--- src/rtl/serial_adder_pkg.sv ---
// Shared definitions for the bit-serial adder.
//   state_t : FSM encoding (S_IDLE=0, S_RUN=1, S_DONE=2)
//   cnt_width() : width of the bit counter for a given operand width
package serial_adder_pkg;

    typedef enum logic [1:0] {
        S_IDLE = 2'd0,
        S_RUN  = 2'd1,
        S_DONE = 2'd2
    } state_t;

    // The counter must hold WIDTH-1 for every legal WIDTH, including WIDTH=1.
    function automatic int cnt_width(input int width);
        return (width < 2) ? 1 : $clog2(width + 1);
    endfunction

endpackage

--- src/rtl/serial_adder_onebitadder.sv ---
// One-bit full-adder cell, purely combinational.
// Ports:
//   a, b, cin : addend bits and carry-in
//   s         : sum bit
//   c         : carry-out bit
module onebitadder (
    input  logic a,
    input  logic b,
    input  logic cin,
    output logic s,
    output logic c
);

    assign s = a ^ b ^ cin;
    assign c = (a & b) | (cin & (a ^ b));

endmodule

--- src/rtl/serial_adder.sv ---
// Bit-serial adder: loads two WIDTH-bit operands and a carry-in on start,
// pushes one bit pair per clock (LSB first) through a single full-adder
// cell with a registered carry, then presents {cout,sum} with a one-cycle
// done pulse.
// Ports:
//   clk   : clock, rising-edge
//   rst   : synchronous active-high reset (overrides start, aborts RUN)
//   start : load request, accepted only in IDLE or DONE
//   a_in  : operand A, sampled on the accepting edge
//   b_in  : operand B, sampled on the accepting edge
//   cin   : carry-in, sampled on the accepting edge
//   busy  : high while in RUN
//   done  : high for the single cycle in DONE
//   sum   : result, held until the next completion or reset
//   cout  : final carry-out, held with sum
module serial_adder
    import serial_adder_pkg::*;
#(
    parameter int WIDTH = 8
) (
    input  logic             clk,
    input  logic             rst,
    input  logic             start,
    input  logic [WIDTH-1:0] a_in,
    input  logic [WIDTH-1:0] b_in,
    input  logic             cin,
    output logic             busy,
    output logic             done,
    output logic [WIDTH-1:0] sum,
    output logic             cout
);

    localparam int CNT_W = cnt_width(WIDTH);
    localparam logic [CNT_W-1:0] CNT_LAST = CNT_W'(WIDTH - 1);

    state_t           state;
    state_t           state_nx;
    logic [WIDTH-1:0] a_sh;
    logic [WIDTH-1:0] b_sh;
    logic [WIDTH-1:0] res_sh;
    logic [WIDTH-1:0] res_nx;
    logic             carry;
    logic [CNT_W-1:0] cnt;
    logic             fa_s;
    logic             fa_c;
    logic             accept;
    logic             last_bit;
    logic             unused_res_lsb;

    onebitadder u_fa (
        .a   (a_sh[0]),
        .b   (b_sh[0]),
        .cin (carry),
        .s   (fa_s),
        .c   (fa_c)
    );

    assign accept   = start && (state != S_RUN);
    assign last_bit = (state == S_RUN) && (cnt == CNT_LAST);

    // New sum bits enter at the MSB so that after WIDTH shifts the first
    // (LSB) bit has reached position 0.
    generate
        if (WIDTH == 1) begin : g_res_w1
            assign res_nx = fa_s;
        end else begin : g_res_wn
            assign res_nx = {fa_s, res_sh[WIDTH-1:1]};
        end
    endgenerate

    // The oldest result bit is always shifted out and never consumed.
    assign unused_res_lsb = res_sh[0];

    always_ff @(posedge clk) begin
        if (rst) begin
            state <= S_IDLE;
        end else begin
            state <= state_nx;
        end
    end

    always_comb begin
        state_nx = state;
        case (state)
            S_IDLE:  if (start) state_nx = S_RUN;
            S_RUN:   if (cnt == CNT_LAST) state_nx = S_DONE;
            S_DONE:  state_nx = start ? S_RUN : S_IDLE;
            default: state_nx = S_IDLE;
        endcase
    end

    always_ff @(posedge clk) begin
        if (rst) begin
            a_sh   <= '0;
            b_sh   <= '0;
            res_sh <= '0;
            carry  <= 1'b0;
            cnt    <= '0;
            sum    <= '0;
            cout   <= 1'b0;
        end else if (accept) begin
            a_sh   <= a_in;
            b_sh   <= b_in;
            carry  <= cin;
            cnt    <= '0;
            res_sh <= '0;
        end else if (state == S_RUN) begin
            a_sh   <= a_sh >> 1;
            b_sh   <= b_sh >> 1;
            res_sh <= res_nx;
            carry  <= fa_c;
            cnt    <= cnt + CNT_W'(1);
            if (last_bit) begin
                sum  <= res_nx;
                cout <= fa_c;
            end
        end
    end

    assign busy = (state == S_RUN);
    assign done = (state == S_DONE);

endmodule
--- config.mk ---
export PLATFORM = sky130hd
export DESIGN_NAME = serial_adder
export DESIGN_NICKNAME = d
export VERILOG_FILES = /design/src/rtl/serial_adder_pkg.sv /design/src/rtl/serial_adder_onebitadder.sv /design/src/rtl/serial_adder.sv
export SDC_FILE = /design/constraint.sdc
export NUM_CORES = 1
export LEC_CHECK = 0
export BUFFER_PORTS_ARGS = -buffer_cell sky130_fd_sc_hd__buf_2
export CORE_AREA = 2 2 74 55
export DETAILED_ROUTE_END_ITERATION = 10
export DIE_AREA = 0 0 76 57
export PLACE_DENSITY = 0.71
export RECOVER_POWER = 50
export SETUP_SLACK_MARGIN = 0.4
export SYNTH_ARGS = -nofsm -noshare
export SYNTH_HDL_FRONTEND = slang
export SYNTH_SLANG_ARGS = --single-unit
--- constraint.sdc ---
create_clock -name clk -period 1.2 [get_ports clk]
set_input_delay 0.06 -clock clk [delete_from_list [all_inputs] [get_ports clk]]
set_output_delay 0.06 -clock clk [all_outputs]
set_load 0.1 [all_outputs]
==> metrics.yaml, run 1 <==
power:
  intPower_w: 0.00207
  pwr_density_cell_mw_per_mm2: 1090
  seq_power_share_pct: 48.9
  peakVddDrop_mv: 0.928
  clockPowerShare_pct: 29.7
  p_switching_w: 0.000800
  swShare_pct: 27.9
  combinationalPowerShare_pct: 21.4
  p_leak_nw: 1.01
global_route:
  grt_pass1_vias: 1447
  grt_max_degree: 22
  grt_remaining_overflow: 0
  grt_pass1_wl_um: 7480
  antenna_found_initial: 0
  track_usage_pct: 22.6
finish:
  final_cells: 279
  nets: 249
  synthToLayoutAreaGrowth_pct: 57.9
  nFillCells: 245
  layout-drive-gt1-share_pct: 61.2
  stdcell_area_mm2: 0.00262
  antennaDiodeCount: 0
routing:
  firstDrtPassIters: 4
  drt-initial-drc-count: 84
  drc: 0
  via_count: 1461
  wire_per_inst_um: 17.0
  via_per_inst: 5.24
  antenna_left: 0
  wirelength_um: 4730
cts:
  root_buffer: "clkbuf_8"
  cts_buffers: 5
  clkSinkCount: 39
  tritoncts: "yes"
  clkSlewWorstSetupHoldPaths_ns: 0.08
  worst_skew_pair.late_latency_ns: 0.30
  clock_path_buffers: 2
  htree_levels: 2
timing:
  fin_crit_sh_pct: 102
  skew_ns: 0.00695
  min_period_ns: 1.22
  timing.final.ws_setup_ns: -0.0237
  slew_headroom_pct: 79.5
  rsz0062_at_grt: "yes"
  worst_pin_slew_ns: 0.307
  setup_viol: 4
  finalHoldViolations: 0
  fmax_ghz: 0.817
  drv_slew: 0
placed_design:
  pre_cts_slack_ns: -0.0239
  dpl.cell_count: 249
  hpwl_um: 2360
  numPortBuffers: 30
  place_area_mm2: 0.00206
  gp_congestion: 0.719
synth:
  ys_async_sr_fraction_pct: 0
  synth_warnings: 0
  yosysUniqueCellTypes: 24
  synth_fp_nets: 195
  synth_seq_area_share_pct: 47.0
  syn_avg_cell_area_um2: 9.60
  synth_edf_count: 0
  synth.cell_area_mm2: 0.00166
  synth-seq-cells: 39
  ys.flop_type: "dfxtp_1"
  netlist_instances: 173
floorplan:
  die_area_mm2: 0.00433
  num_rows: 19
  die_w_um: 76
  start_util_pct: 45.1
  die-height_um: 57
  core-area_mm2: 0.00368
  io-pin-count: 31
run_status:
  violations: "setup timing"
  status: "finished, violations left"
critical_path:
  worstSetupPathType: "flop to flop"
  end_kind: "flop"
  crit_fanout: 9
  cp-start-kind: "flop"
  worstPathRequired_ns: 1.41
  crit_arrival_ns: 1.44
flow_run:
  cap_violations: 0
hold_path:
  hold_path_class: "primary input to flop"
cell usage in the layout, fill, tap and decap left out, types with 2 or more instances in the layout:
master | netlist | layout
mux2i_1 | 26 | 26
dfxtp_1 | 39 | 25
buf_2 | 7 | 19
nand2b_1 | 19 | 18
a211oi_2 | 0 | 15
nor2_2 | 0 | 12
dfxtp_2 | 0 | 12
buf_4 | 2 | 12
nand2_2 | 0 | 11
clkbuf_4 | 0 | 9
buf_12 | 0 | 9
a21oi_2 | 0 | 8
buf_6 | 2 | 7
nor2_1 | 18 | 5
nand2_1 | 16 | 5
clkbuf_8 | 0 | 5
buf_16 | 0 | 3
nand3b_1 | 2 | 2
nor2_4 | 1 | 2
nor3_2 | 0 | 2
a21oi_4 | 0 | 2
clkbuf_1 | 2 | 2
dfxtp_4 | 0 | 2
synth_stat cells (2+ instances only):
master | count | share of area [%]
dfxtp_1 | 39 | 47
mux2i_1 | 26 | 16
nand2b_1 | 19 | 7.2
nor2_1 | 18 | 4.1
nand2_1 | 16 | 3.6
a211oi_1 | 15 | 6.8
a21oi_1 | 10 | 3.0
buf_2 | 7 | 2.1
nor3_1 | 3 | 0.90
buf_4 | 2 | 0.90
buf_6 | 2 | 1.4
clkbuf_1 | 2 | 0.45
nand3b_1 | 2 | 0.90
nor2b_1 | 2 | 0.75
metal layers:
metal	global-route usage, %	vias up	share of wire [%]
li1	-	699	-
met1	28.3	715	43
met2	37.8	37	49
met3	7.59	10	5.4
met4	6.75	0	1.9
met5	0	-	0
registers in the layout, indices dropped and copies added (netlist names):
register	flops
a_sh	8
b_sh	8
sum	8
res_sh	7
cnt	4
state	2
carry	1
cout	1
through the flow:
stage                     util [%]  hold WS [ns]  total power [W]  TNS [ns]
after global routing          71.2         0.136          0.00298     -1.07
after floorplan                  -         0.289          0.00172         0
final                         71.2         0.124          0.00287   -0.0533
after global placement        55.8         0.394          0.00178         0
after detailed placement      55.8         0.416          0.00180   -0.0239
after CTS                     71.1         0.121          0.00281  -0.00602
worst max-delay path, stage by stage, from the launching register on:
cell	delay [ns]
dfxtp_2	0.36
ha_4	0.14
nand3b_1	0.15
nor2_4	0.15
buf_12	0.15
mux2i_1	0.20
worst paths after layout:
check / from / slack, ns / endpoint / cells after the start
max: cnt[1]$_SDFFE_PP0N_ / -0.02 / sum[6]$_SDFFE_PP0P_ / 5
min: rst / 0.12 / state[0]$_SDFFE_PP0P_ / 2
max reg2reg: cnt[1]$_SDFFE_PP0N_ / -0.02 / sum[6]$_SDFFE_PP0P_ / 5
min reg2reg: cout$_SDFFE_PP0P_ / 0.47 / cout$_SDFFE_PP0P_ / 2
logic make-up after synthesis:
logic type | Yosys count | synth area share (%)
and+or+nand+nor | 63 | 18.7
xor gates and xnor gates | 2 | 1.05
buffers and inverters | 14 | 5.04
adders and majority gates | 2 | 1.96
muxes | 26 | 15.7
AOI/OAI and AO/OA | 27 | 10.5
DFF | 39 | 47.0
cell type report:
type | count | area (um2) | area share [%]
clock buffers | 7 | 76.3 | 2.91
flip-flops and latches | 39 | 803 | 30.6
well taps | 52 | 65.1 | 2.48
repair buffers | 60 | 609 | 23.2
inverters | 1 | 16.3 | 0.620
multi-input cells | 120 | 1050 | 40.2
power by group through the flow:
stage	registers, W	logic [W]	clock network (W)
after detailed placement	0.00143	0.000369	0
after floorplan	0.00142	0.000300	0
after CTS	0.00140	0.000563	0.000843
final	0.00140	0.000614	0.000853
after global routing	0.00141	0.000649	0.000918
after global placement	0.00143	0.000357	0
repair_timing:
action,CTS,global route
endpoints found under the setup margin,50,50
buffers inserted,15,5
gates resized for setup,76,18
pin swaps,11,7
gates cloned,3,0
hold buffers,0,0
Power figures use the tool's default switching activity.
==> run 2: changes to the inputs <==
--- a/config.mk
+++ b/config.mk
@@ -6,9 +6,10 @@
 export NUM_CORES = 1
 export LEC_CHECK = 0
 export BUFFER_PORTS_ARGS = -buffer_cell sky130_fd_sc_hd__buf_2
-export CORE_AREA = 2 2 74 55
+export CORE_AREA = 4 4 76 57
+export CTS_CLUSTER_DIAMETER = 100
 export DETAILED_ROUTE_END_ITERATION = 10
-export DIE_AREA = 0 0 76 57
+export DIE_AREA = 0 0 80 61
 export PLACE_DENSITY = 0.71
 export RECOVER_POWER = 50
 export SETUP_SLACK_MARGIN = 0.4
==> run 2 against run 1 <==
  * The flow still finishes with violations (setup timing)
  * Count of clock-buffer cells in the layout shrank 1
  * Via count grew 5.7%
  * Highest routed layer unchanged
  * Non-clock buffer count grew 4
  * Die area grew 13%
  * Clock power grew 6.0%
==> metrics.yaml, run 2 (synthesis gave the netlist of run 1 again) <==
run_status:
  status: "finished, violations left"
  violations: "setup timing"
timing:
  skew_ns: 0.00811  # +0.00116 ns
  rsz0062_at_grt: "yes"
  worst_pin_slew_ns: 0.326  # +0.0188 ns
  fmax_ghz: 0.791  # -3.2%
  finalHoldViolations: 0  # unchanged
  fin_setup_tns_ns: -0.344  # -0.290 ns
  timing.final.ws_setup_ns: -0.0642  # -0.0405 ns
  slew_headroom_pct: 77.7  # -1.9 points
  fin_crit_sh_pct: 105  # +3.4 points
  min_period_ns: 1.26  # +0.0405 ns
  setup_viol: 10  # +6
  drv_slew: 0  # unchanged
global_route:
  antenna_found_initial: 0  # unchanged
  track_usage_pct: 23.0  # +0.40 points
  grt_max_degree: 29  # +32%
  grt_remaining_overflow: 0  # unchanged
  grt_pass1_vias: 1670  # +15%
  grt_pass1_wl_um: 8160  # +9.1%
finish:
  stdcell_area_mm2: 0.00284  # +8.4%
  reg_top3: "a_sh (8), b_sh (8), sum (8)"
  final_cell_mix: "dfxtp_1 (24), mux2i_1 (23), buf_2 (19)"
  synthToLayoutAreaGrowth_pct: 71.2
  nets: 255  # +2.4%
  post-route-util_pct: 80.9  # +9.7 points
  layout-drive-gt1-share_pct: 65.0  # +3.7 points
  antennaDiodeCount: 0  # unchanged
  layout_commonest_cell: "dfxtp_1"
routing:
  firstDrtPassIters: 4  # unchanged
  drc: 0  # unchanged
  wirelength_um: 5620  # +19%
  drt-initial-drc-count: 50  # -40%
  via_per_inst: 5.44  # +3.8%
  via_count: 1544  # +5.7%
  wire_per_inst_um: 19.8  # +17%
  antenna_left: 0  # unchanged
cts:
  cts_hold_buf: 0  # unchanged
  htree_levels: 2  # unchanged
  clkSlewWorstSetupHoldPaths_ns: 0.08  # about the same
  root_buffer: "clkbuf_8"
  clock_path_buffers: 2  # unchanged
  clkSinkCount: 39  # unchanged
  tritoncts: "yes"
  cts_buffers: 5  # unchanged
  worst_skew_pair.late_latency_ns: 0.30  # about the same
critical_path:
  cp-start-kind: "flop"
  worstPathRequired_ns: 1.41  # about the same
  worstSetupPathType: "flop to flop"
  r2r_slack_ns: -0.06  # -0.04 ns
  crit_arrival_ns: 1.48  # +0.04 ns
  crit_fanout: 9  # unchanged
  r2r-end: "cout$_SDFFE_PP0P_"
  worstRegToRegCells: 5  # unchanged
  r2r_start: "cnt[1]$_SDFFE_PP0N_"
  end_kind: "flop"
floorplan:
  die_w_um: 80  # +5.3%
  die_area_mm2: 0.00488  # +13%
  num_rows: 18  # -1
  die-height_um: 61  # +7.0%
  core-area_mm2: 0.00351  # -4.7%
  start_util_pct: 47.3  # +2.2 points
  io-pin-count: 31  # unchanged
hold_path:
  hold_end: "a_sh[7]$_SDFFE_PP0P_"
  hold_depth: 3  # +1
  hold_path_class: "primary input to flop"
  holdCritStartpoint: "a_in[7]"
placed_design:
  gp_congestion: 0.700  # -2.7%
  hpwl_um: 2540  # +7.7%
  place_area_mm2: 0.00205  # -0.49%
  pre_cts_slack_ns: -0.0233  # +0.000623 ns
  numPortBuffers: 30  # unchanged
power:
  p_leak_nw: 1.10  # +9.0%
  pwr_density_cell_mw_per_mm2: 1070  # -2.1%
  power_w: 0.00305  # +6.1%
  peakVddDrop_mv: 0.797  # -14%
flow_run:
  cap_violations: 0  # unchanged
## run 2: cell count changes in the layout (fill, tap and decap cells not counted), sizes merged
cell      before  now
nand2b        19   20
clkinvlp       0    1
inv            0    1
a21o           1    2
buf           51   54
## run 2: worst max path at each step
| stage | to | cells after the start | start | slack, ns |
|---|---|---|---|---|
| after floorplan | cout$_SDFFE_PP0P_ | 4 | cnt[1]$_SDFFE_PP0N_ | 0.03 |
| after global placement | sum[5]$_SDFFE_PP0P_ | 5 | cnt[1]$_SDFFE_PP0N_ | 0.07 |
| after detailed placement | sum[6]$_SDFFE_PP0P_ | 5 | cnt[1]$_SDFFE_PP0N_ | -0.02 |
| after global routing | cout$_SDFFE_PP0P_ | 5 | cnt[1]$_SDFFE_PP0N_ | -0.19 |
| after CTS | sum[6]$_SDFFE_PP0P_ | 5 | cnt[1]$_SDFFE_PP0N_ | 0.001 |
| final | cout$_SDFFE_PP0P_ | 5 | cnt[1]$_SDFFE_PP0N_ | -0.06 |
## run 2: repair_timing
item,in CTS,in global routing
pin swaps,8,19
gates cloned,5,1
gates resized for setup,75,46
buffers inserted,18,6
setup endpoints to repair,50,50
## run 2: through the flow
stage          std cells  hold WS, ns
3_5_place_dp         246        0.398
3_3_place_gp         246        0.380
5_1_grt              284       0.0979
4_1_cts              277       0.0933
2_1_floorplan        173        0.289
6_report             284       0.0894
## run 2: final cells by class
type,count,area [um2]
repair buffers,64,682
flip-flops and latches,39,802
clock inverters,2,12.5
clock buffers,6,72.6
multi-input cells,122,1200
fillers,184,669
inverters,1,11.3
well taps,50,62.6
## run 2: where the power goes
part / switching [W] / internal, W
Sequential: 0.0000677 / 0.00136
Combinational: 0.000351 / 0.000367
Clock: 0.000497 / 0.000407
Total: 0.000916 / 0.00213
## run 2: worst max-delay path: stages, from the launching register on
cell	delay (ns)
dfxtp_2	0.37
ha_4	0.15
nand3b_1	0.14
nor2_4	0.14
buf_12	0.15
mux2i_1	0.23
## run 2: per-layer routing
metal | vias to the layer above | track usage, % | part of all wire (%)
met4 | 0 | 11.1 | 3.3
met2 | 47 | 42.9 | 51
met5 | - | 0 | 0
met3 | 21 | 6.38 | 4.6
met1 | 760 | 24.3 | 41
li1 | 716 | - | -
==> run 3: changes to the inputs <==
--- a/config.mk
+++ b/config.mk
@@ -6,11 +6,13 @@
 export NUM_CORES = 1
 export LEC_CHECK = 0
 export BUFFER_PORTS_ARGS = -buffer_cell sky130_fd_sc_hd__buf_2
-export CORE_AREA = 4 4 76 57
+export CELL_PAD_IN_SITES_DETAIL_PLACEMENT = 0
+export CELL_PAD_IN_SITES_GLOBAL_PLACEMENT = 1
+export CORE_AREA = 4 4 86 64
 export CTS_CLUSTER_DIAMETER = 100
 export DETAILED_ROUTE_END_ITERATION = 10
-export DIE_AREA = 0 0 80 61
-export PLACE_DENSITY = 0.71
+export DIE_AREA = 0 0 90 68
+export PLACE_DENSITY_LB_ADDON = 0.1
 export RECOVER_POWER = 50
 export SETUP_SLACK_MARGIN = 0.4
 export SYNTH_ARGS = -nofsm -noshare
==> run 3 against run 2 <==
  * Core utilization shrank 22 points
  * Clock power increased by 9.3%
  * Largest power group unchanged
  * Critical path depth shrank 2
  * The flow still finishes with violations (setup timing)
  * Largest cell class unchanged
  * Non-clock buffer count is 10 lower
==> metrics.yaml, run 3 (synthesis gave the netlist of run 1 again) <==
run_status:
  status: "finished, violations left"
  violations: "setup timing"
global_route:
  track_usage_pct: 13.6  # -9.4 points
  grt_max_degree: 33  # +14%
  grt_remaining_overflow: 0  # unchanged
  antenna_found_initial: 0  # unchanged
  grt_pass1_wl_um: 6470  # -21%
  grt_pass1_vias: 1329  # -20%
critical_path:
  end_kind: "output port"
  worstPathRequired_ns: 1.14  # -0.27 ns
  path_buf_inv: 2  # +1
  slowest_delay_ns: 0.34  # -0.03 ns
  crit_fanout: 6  # -3
  worstSetupPathType: "flop to output port"
  cp-start-kind: "flop"
  crit_chain: "nand2b_4 -> inv_8 -> buf_12"
  worstSetupStartpoint: "state[1]$_SDFFE_PP0P_"
  r2r_start: "state[1]$_SDFFE_PP0P_"
  cpMaxStageDelayCell: "dfxtp_2"
  crit_arrival_ns: 1.15  # -0.33 ns
  crit_family: "flip-flops"
timing:
  skew_ns: 0.00694  # -0.00117 ns
  min_period_ns: 1.21  # -0.0515 ns
  setup_viol: 1  # -9
  slew_headroom_pct: 79.5  # +1.8 points
  fin_crit_sh_pct: 101  # -4.3 points
  drv_slew: 0  # unchanged
  rsz0062_at_grt: "yes"
  worst_pin_slew_ns: 0.310  # -0.0157 ns
  timing.final.ws_setup_ns: -0.0127  # +0.0515 ns
  fmax_ghz: 0.825  # +4.2%
  finalHoldViolations: 0  # unchanged
finish:
  layout-drive-gt1-share_pct: 63.2  # -1.7 points
  synthToLayoutAreaGrowth_pct: 64.0
  nets: 244  # -4.3%
  final_cells: 280  # -1.4%
  nFillCells: 386  # +110%
  stdcell_area_mm2: 0.00273  # -4.2%
  ff_latch_area_um2: 807  # +0.62%
  multiInputGateArea_mm2: 0.00114  # -4.7%
  reg_top3: "a_sh (8), b_sh (8), sum (8)"
  antennaDiodeCount: 0  # unchanged
  final_cell_mix: "mux2i_1 (26), dfxtp_1 (24), buf_2 (19)"
  layout_commonest_cell: "mux2i_1"
routing:
  drc: 0  # unchanged
  wire_per_inst_um: 16.1  # -19%
  via_per_inst: 4.94  # -9.1%
  antenna_left: 0  # unchanged
  firstDrtPassIters: 4  # unchanged
  wirelength_um: 4510  # -20%
  drt-initial-drc-count: 35  # -30%
  via_count: 1384  # -10%
placed_design:
  gp_congestion: 0.716  # +2.4%
  dpl.cell_count: 254  # +3.3%
  place_area_mm2: 0.00206  # +0.80%
  pre_cts_slack_ns: -0.00385  # +0.0194 ns
  hpwl_um: 2390  # -5.9%
  numPortBuffers: 30  # unchanged
cts:
  tritoncts: "yes"
  clkSinkCount: 39  # unchanged
  clkSlewWorstSetupHoldPaths_ns: 0.07  # about the same
  cts_buffers: 5  # unchanged
  worst_skew_pair.late_latency_ns: 0.29  # about the same
  htree_levels: 2  # unchanged
  root_buffer: "clkbuf_8"
  clock_path_buffers: 2  # unchanged
floorplan:
  io-pin-count: 31  # unchanged
  die_area_mm2: 0.00612  # +25%
  core-area_mm2: 0.00465  # +32%
  die_w_um: 90  # +13%
  num_rows: 21  # +3
  start_util_pct: 35.7  # -12 points
  die-height_um: 68  # +11%
power:
  p_leak_nw: 1.04  # -5.8%
  pwr_density_cell_mw_per_mm2: 1110  # +4.1%
  power_w: 0.00304  # -0.27%
  peakVddDrop_mv: 0.511  # -36%
flow_run:
  cap_violations: 0  # unchanged
hold_path:
  hold_path_class: "primary input to flop"
  holdCritStartpoint: "b_in[7]"
[run 3: changes by cell type in the layout (fill, tap and decap cells not counted), moves of 3 or more]
cell     previous run  this run
buf_4              12         7
nor2_2              2         6
nor2_4             15        12
mux2i_1            23        26
buf_6               9         2
[run 3: metal layers]
layer	global-route usage (%)	up-vias	routed length [um]
li1	-	690	-
met1	16.3	674	2170
met2	22.4	18	2160
met3	4.62	2	157
met4	6.30	0	19
met5	0	-	0
[run 3: timing repair]
action	CTS	global route
setup buffers	8	4
resized for setup	54	55
cloned	2	4
endpoints found under the setup margin	50	50
pin swaps	3	20
hold buffers	0	0
[run 3: metrics by stage]
| stage | setup TNS (ns) | util [%] | hold slack (ns) |
|---|---|---|---|
| finish | -0.0127 | 58.6 | 0.0975 |
| CTS | 0 | 53.2 | 0.0763 |
| global placement | 0 | 44.3 | 0.364 |
| floorplan | 0 | - | 0.289 |
| global route | -0.486 | 58.6 | 0.0949 |
| detailed placement | -0.00385 | 44.3 | 0.376 |
[run 3: area by class of cell]
class	instances	area share, %
multi-input combinational	121	42.0
sequential	39	29.6
timing repair buffer	54	21.7
clock buffer	8	3.67
tap	57	2.62
inverter	1	0.413
[run 3: final timing paths]
kind | to | slack, ns | depth (start not counted)
worst max-delay path | busy | -0.01 | 3
worst min-delay path | b_sh[7]$_SDFFE_PP0P_ | 0.1 | 3
worst max register to register | b_sh[4]$_SDFFE_PP0P_ | 0 | 5
worst min register to register | sum[6]$_SDFFE_PP0P_ | 0.47 | 2
[run 3: power breakdown]
group | internal [W] | switching (W) | total, W
Clock | 0.000525 | 0.000462 | 0.000988
Combinational | 0.000331 | 0.000308 | 0.000639
Sequential | 0.00135 | 0.0000581 | 0.00141
Total | 0.00221 | 0.000828 | 0.00304
[run 3: tightest hold or removal path, delay by kind of cell]
kind,cells,cell delay (ns)
mux,1,0.07
buf+inv,1,0.08
simple gates,1,0.13
